File: src/rtl/sad_result_reader.sv
// sad_result_reader
// Walks the SAD result SRAM after the engine finishes, streams every entry out on a
// valid/ready port and keeps the smallest SAD with its index (best-match position).
// All outputs are registered; they are computed from the next state so that they
// line up with the state they describe.
module sad_result_reader #(
   parameter int A_WIDTH     = 7,
   parameter int D_WIDTH     = 32,
   parameter int NUM_ENTRIES = 128
) (
   input  logic               Clk,
   input  logic               Rst,
   input  logic               Start,
   output logic [A_WIDTH-1:0] Res_Addr,
   output logic               Res_RW,
   output logic               Res_En,
   input  logic [D_WIDTH-1:0] Res_Data,
   output logic [D_WIDTH-1:0] Out_Data,
   output logic [A_WIDTH-1:0] Out_Index,
   output logic               Out_Valid,
   input  logic               Out_Ready,
   output logic [D_WIDTH-1:0] Min_Sad,
   output logic [A_WIDTH-1:0] Min_Index,
   output logic               Busy,
   output logic               Done
);

   typedef enum logic [2:0] {
      S_IDLE,
      S_READ,
      S_WAIT,
      S_PRESENT,
      S_FIN
   } state_t;

   localparam logic [A_WIDTH-1:0] LAST_IDX = A_WIDTH'(NUM_ENTRIES - 1);
   localparam logic [A_WIDTH-1:0] IDX_ONE  = A_WIDTH'(1);

   state_t               state_q, state_d;
   logic [A_WIDTH-1:0]   idx_q, idx_d;
   logic [A_WIDTH-1:0]   res_addr_q, res_addr_d;
   logic                 res_en_q, res_en_d;
   logic [D_WIDTH-1:0]   out_data_q, out_data_d;
   logic [A_WIDTH-1:0]   out_index_q, out_index_d;
   logic                 out_valid_q, out_valid_d;
   logic [D_WIDTH-1:0]   min_sad_q, min_sad_d;
   logic [A_WIDTH-1:0]   min_index_q, min_index_d;
   logic                 busy_q, busy_d;
   logic                 done_q, done_d;

   // Next-state, datapath and registered-output decode for the read pass.
   always_comb begin
      // NOTE: every signal gets a default before the case so no path leaves it unassigned (no latches).
      state_d     = state_q;
      idx_d       = idx_q;
      out_data_d  = out_data_q;
      out_index_d = out_index_q;
      min_sad_d   = min_sad_q;
      min_index_d = min_index_q;

      case (state_q)
         S_IDLE: begin
            if (Start) begin
               idx_d       = '0;
               min_sad_d   = '1;
               min_index_d = '0;
               state_d     = S_READ;
            end
         end
         S_READ: begin
            state_d = S_WAIT;
         end
         S_WAIT: begin
            // SRAM data for idx is on Res_Data this cycle; capture it and update the minimum.
            out_data_d  = Res_Data;
            out_index_d = idx_q;
            // Strict compare so that ties keep the earlier (lower) index.
            if (Res_Data < min_sad_q) begin
               min_sad_d   = Res_Data;
               min_index_d = idx_q;
            end
            state_d = S_PRESENT;
         end
         S_PRESENT: begin
            if (Out_Ready) begin
               if (idx_q == LAST_IDX) begin
                  state_d = S_FIN;
               end else begin
                  idx_d   = idx_q + IDX_ONE;
                  state_d = S_READ;
               end
            end
         end
         S_FIN: begin
            state_d = S_IDLE;
         end
         default: begin
            state_d = S_IDLE;
         end
      endcase

      // Outputs follow the state being entered so they are valid in that state's cycle.
      res_en_d    = (state_d == S_READ);
      res_addr_d  = res_en_d ? idx_d : '0;
      out_valid_d = (state_d == S_PRESENT);
      busy_d      = (state_d != S_IDLE);
      done_d      = (state_d == S_FIN);
   end

   // State and output registers with synchronous active-low reset.
   always_ff @(posedge Clk) begin
      // NOTE: sequential state uses non-blocking assignments so all flops update together.
      if (!Rst) begin
         state_q     <= S_IDLE;
         idx_q       <= '0;
         res_addr_q  <= '0;
         res_en_q    <= 1'b0;
         out_data_q  <= '0;
         out_index_q <= '0;
         out_valid_q <= 1'b0;
         min_sad_q   <= '0;
         min_index_q <= '0;
         busy_q      <= 1'b0;
         done_q      <= 1'b0;
      end else begin
         state_q     <= state_d;
         idx_q       <= idx_d;
         res_addr_q  <= res_addr_d;
         res_en_q    <= res_en_d;
         out_data_q  <= out_data_d;
         out_index_q <= out_index_d;
         out_valid_q <= out_valid_d;
         min_sad_q   <= min_sad_d;
         min_index_q <= min_index_d;
         busy_q      <= busy_d;
         done_q      <= done_d;
      end
   end

   // The reader never writes the result SRAM.
   assign Res_RW    = 1'b0;
   assign Res_Addr  = res_addr_q;
   assign Res_En    = res_en_q;
   assign Out_Data  = out_data_q;
   assign Out_Index = out_index_q;
   assign Out_Valid = out_valid_q;
   assign Min_Sad   = min_sad_q;
   assign Min_Index = min_index_q;
   assign Busy      = busy_q;
   assign Done      = done_q;

endmodule

File: config.mk
export PLATFORM = sky130hd
export DESIGN_NAME = sad_result_reader
export DESIGN_NICKNAME = d
export VERILOG_FILES = /design/src/rtl/sad_result_reader.sv
export SDC_FILE = /design/constraint.sdc
export NUM_CORES = 1
export LEC_CHECK = 0
export ABC_AREA = 1
export BUFFER_PORTS_ARGS = -buffer_cell sky130_fd_sc_hd__buf_4
export CORE_MARGIN = 2
export CORE_UTILIZATION = 35
export CTS_CLUSTER_SIZE = 10
export DETAILED_ROUTE_END_ITERATION = 10
export GPL_ROUTABILITY_DRIVEN = 0
export HOLD_SLACK_MARGIN = 0.03
export PLACE_DENSITY = 0.68
export SYNTH_ARGS = -nofsm -noshare
export SYNTH_HDL_FRONTEND = slang
export SYNTH_SLANG_ARGS = --single-unit
export TNS_END_PERCENT = 5
File: constraint.sdc
create_clock -name Clk -period 2.4 [get_ports Clk]
set_input_delay 0.6 -clock Clk [delete_from_list [all_inputs] [get_ports Clk]]
set_output_delay 0.6 -clock Clk [all_outputs]
set_load 0.1 [all_outputs]
Word-level counts from Yosys, hierarchy flattened
Index checks and enable logic that the tools add are counted.

operators by class
  add/sub/neg operators = 1
  order comparisons = 1
  eq/ne operators = 9
  mux-type cells = 14
  reduce and logical (&&, ||, !) cells = 5

operator list
  operator             count
  $mux 32              2
  $pmux 32 s2          1
  $mux 7               5
  $lt 32x32->1         1
  $pmux 7 s2           2
  $pmux 3 s4           1
  $eq 3x2->1 const B   3
  $mux 3               3
  $add 7x1->7 const B  1
  $eq 7x7->1 const B   1
  $eq 3x1->1 const B   2
  $ne 2x2->1 const B   2
  $eq 3x3->1 const B   1
  $logic_not 3->1      1
  $reduce_and 3->1     1
  $reduce_bool 3->1    1
  $reduce_and 2->1     1
  $reduce_bool 2->1    1

storage, ports and cells
  flip-flop bits (word level) = 99
  input bits = 36
  output and inout bits = 90
  word-level logic and storage cells = 41

Logic depth before layout (Yosys ltp)
  depth in word-level cells = 6
  gate-level depth with buffers = 16
  depth with buffers taken out = 15

Worst setup path before layout
No wires, ideal clock.

  path type = register -> register
  start point = reg min_sad_q[5] (netlist: Min_Sad[5])
  end point = reg min_sad_q[12] (netlist: Min_Sad[12])
  library setup time = 0.115 ns
  arrival = 2.394 ns
  data required time = 2.285 ns
  slack = -0.109 ns
  cell stages (with the launch flop) = 15
  path buffers = 2
  clock period less this slack = 2.509 ns
  cell sequence = dfxtp_1 > inv_1 > ha_1 > a21oi_1 > nor2_1 > nor3_1 > nand2_1 > nand2_1 > nand2_1 > nand2_1 > nand2_1 > buf_6 > buf_6 > a21oi_1 > nor2_1

between the ends
  cells in the longest elaborated chain, start to end = 3

ends and longest elaborated chain
  element                     RTL line  source
  start, declared             46        logic [D_WIDTH-1:0] min_sad_q, min_sad_d;
  start signal, assigned      133       min_sad_q <= min_sad_d;
  $lt 32x32->1                78        if (Res_Data < min_sad_q) begin
  $ne 2x2->1 (no line)        n/a
  $reduce_and 3->1 (no line)  n/a

No other way between the ends.
A chain may end at the register's enable or synchronous reset.

Final worst setup path
  start point = reg min_sad_q[15] (netlist: Min_Sad[15])
  end point = reg min_sad_q[15] (netlist: Min_Sad[15])

The elaborated chain is that of the path after synthesis.

==> flow_summary.yaml <==
floorplan:
  ios: 126
  fp.dieArea_um2: 14300
  coreArea_um2: 13100
  start_util_pct: 35.5
  die_w_um: 119
  fp-row-count: 42
  fp.dieH_um: 119
clocking:
  clock_latency_ps: 350
  clockRootBuffer: "clkbuf_16"
  path_clk_slew_ps: 70
  cts_sinks: 99
  cts_buffer_depth: 2
  cts_buffers: 9
  cts.repair.resized: 0
  postCtsHoldBufs: 0
  h-tree-depth: 3
  tritoncts: "built"
  postCtsSetupBuffers: 0
finish:
  final_common_cell: "nor2_1"
  multi_input_area_um2: 2150
  drive_gt1_share_pct: 23.2
  n_antenna_cell: 0
  layout_common_cells: "142 x nor2_1, 133 x buf_4, 98 x inv_1"
  nets: 848
  syn_to_final_growth_pct: 30.9
  fin_util_pct: 46.5
  seqCellArea_um2: 2010
  nFillCells: 1343
route:
  drc: 0
  wl_um: 11500
  num_vias: 4413
  vias_per_cell: 4.59
  ant_nets: 0
  drt-initial-drc-count: 325
  first_pass_iters: 4
  routedWlPerCell_um: 11.9
sta:
  setup_tns_ps: 0
  maxSlewViolCount: 0
  finClkSkew_ps: 9.67
  setup_viol: 0
  fin_crit_ps: 1900
  fin_crit_sh_pct: 79.2
  timing.hold.ws_ps: 470
  slew_headroom_pct: 64.7
  rsz0062_at_grt: "false"
  fmax_mhz: 526
  hold_viol: 0
  worst_slew_pin_slew_ps: 530
worst_setup_path:
  critPathArrivalTime_ps: 2140
  r2r_start: "Min_Sad[15]"
  critPathLaunchType: "flip-flop"
  setup.worst_path.start: "Min_Sad[15]"
  reg2reg_to: "Min_Sad[15]"
  reg2regPathDepth: 14
  cp-endpoint: "Min_Sad[15]"
  crit_fanout: 42
  regToRegSetupSlack_ps: 500
  required_ps: 2640
  crit_path_end_kind: "flip-flop"
  crit_type: "flip-flop to flip-flop"
run:
  drv_cap: 0
power:
  p_leak_nw: 2.97
  intPower_mw: 3.19
  comb_power_share_pct: 39.9
  switching_power_mw: 2.51
  p_per_area_nw_per_um2: 932
  swShare_pct: 44.0
  p_total_mw: 5.70
  vdd.ir_drop.worst_mv: 0.397
  p_seq_share_pct: 33.7
  pwr-share-clk_pct: 26.4
yosys:
  ys_warn_count: 0
  synth.avg_cell_area_um2: 6.99
  ys_types: 27
  syn-instance-count: 668
  netlist_area_um2: 4670
  synth_nets: 736
  synth-seq-cells: 99
  synth_seq_area_share_pct: 42.5
status:
  run_status: "complete, no violations"
global_routing:
  first_global_vias: 3760
  antenna_found_initial: 0
  grt_pass1_wl_um: 18100
  grt_max_degree: 45
  grt_usage_pct: 15.8
  grt_overflow: 0
place:
  io_buffers: 124
  place.detailed.hpwl_um: 8110
min_path:
  hp-class: "flip-flop to flip-flop"
[per-stage QoR]
| step | std cells | cell area [um^2] | setup WS (ps) |
|---|---|---|---|
| floorplan | 668 | 4700 | 6.15 |
| global placement | 945 | 5800 | 126 |
| detailed placement | 945 | 5800 | 120 |
| CTS | 961 | 6110 | 475 |
| global route | 961 | 6110 | 285 |
| finish | 961 | 6110 | 498 |
[routing by layer]
layer	vias up	track usage, %	wire (um)
met5	-	0	0
met4	0	6.18	153
met3	10	3.47	651
met2	120	24.6	5190
met1	1951	21.2	5470
li1	2332	-	-
[area by class of cell]
type                            instances  area share (%)
Sequential cell                        99            32.9
Timing Repair Buffer                  135            17.0
Clock buffer                           11            3.97
Tap cell                              176            3.60
Clock inverter                          5            1.06
Multi-Input combinational cell        434            35.2
Inverter                              101            6.23
[cell usage after synthesis]
master	n	area, um^2
a211oi_1	1	7.51
a21oi_1	61	305
a21oi_2	1	8.76
a31oi_1	3	18.8
and2_1	1	6.26
buf_1	8	30.0
buf_2	4	20.0
buf_4	1	7.51
buf_6	3	33.8
clkbuf_1	18	67.6
clkinv_1	1	3.75
clkinv_2	1	5.00
conb_1	1	3.75
dfxtp_1	99	1980
ha_1	32	400
inv_1	98	368
inv_2	1	3.75
mux2_2	1	11.3
nand2_1	87	327
nand2_2	1	6.26
nand3_1	48	240
nand4_1	1	6.26
nor2_1	142	533
nor2_2	1	6.26
nor3_1	9	45.0
o21ai_0	43	215
or2_2	1	6.26
[power groups by stage]
stage	combinational [mW]	clock, mW	sequential [mW]
after floorplan	0.614	0	3.13
after global placement	2.27	0	1.96
after detailed placement	2.28	0	1.96
after CTS	2.29	1.56	1.92
after global routing	2.42	1.62	1.94
final	2.27	1.50	1.92
[flip-flops by register name (all words and copies together), names as in the netlist]
register,flops
Min_Sad,32
Out_Data,32
Min_Index,7
Out_Index,7
Res_Addr,7
idx_q,7
state_q,3
Busy,1
Done,1
Out_Valid,1
Res_En,1
[worst max-delay path, stage by stage, from the launching register on]
cell	delay, ps
dfxtp_2	330
inv_1	50
ha_1	290
nand2_1	60
inv_1	50
nand3_1	80
nor3_1	140
nand2_1	70
nand2_1	100
nand2_1	80
nand2_2	110
buf_12	220
nand3_1	110
nand2_1	70
nor2_1	40
[kinds of logic after synthesis]
kind of cell	Yosys count	share of synthesized area (%)
flip-flops	99	42.5
buffers and inverters	135	11.6
AND/OR/NAND/NOR	291	25.2
AO/OA/AOI/OAI	109	11.9
adder cells (fa/ha/maj)	32	8.58
multiplexers	1	0.241
other	1	0.0803
[worst min path at each step]
stage                     slack, ps  cells after the start            to          from
final                           470                      2  Out_Index[4]  Out_Index[4]
after global routing            500                      2  Out_Index[3]  Out_Index[3]
after CTS                       480                      2  Out_Index[4]  Out_Index[4]
after detailed placement        470                      2  Out_Index[0]  Out_Index[0]
after global placement          460                      2  Out_Index[1]  Out_Index[1]
after floorplan                 470                      2  Out_Index[6]      idx_q[6]
Power figures use the tool's default switching activity.
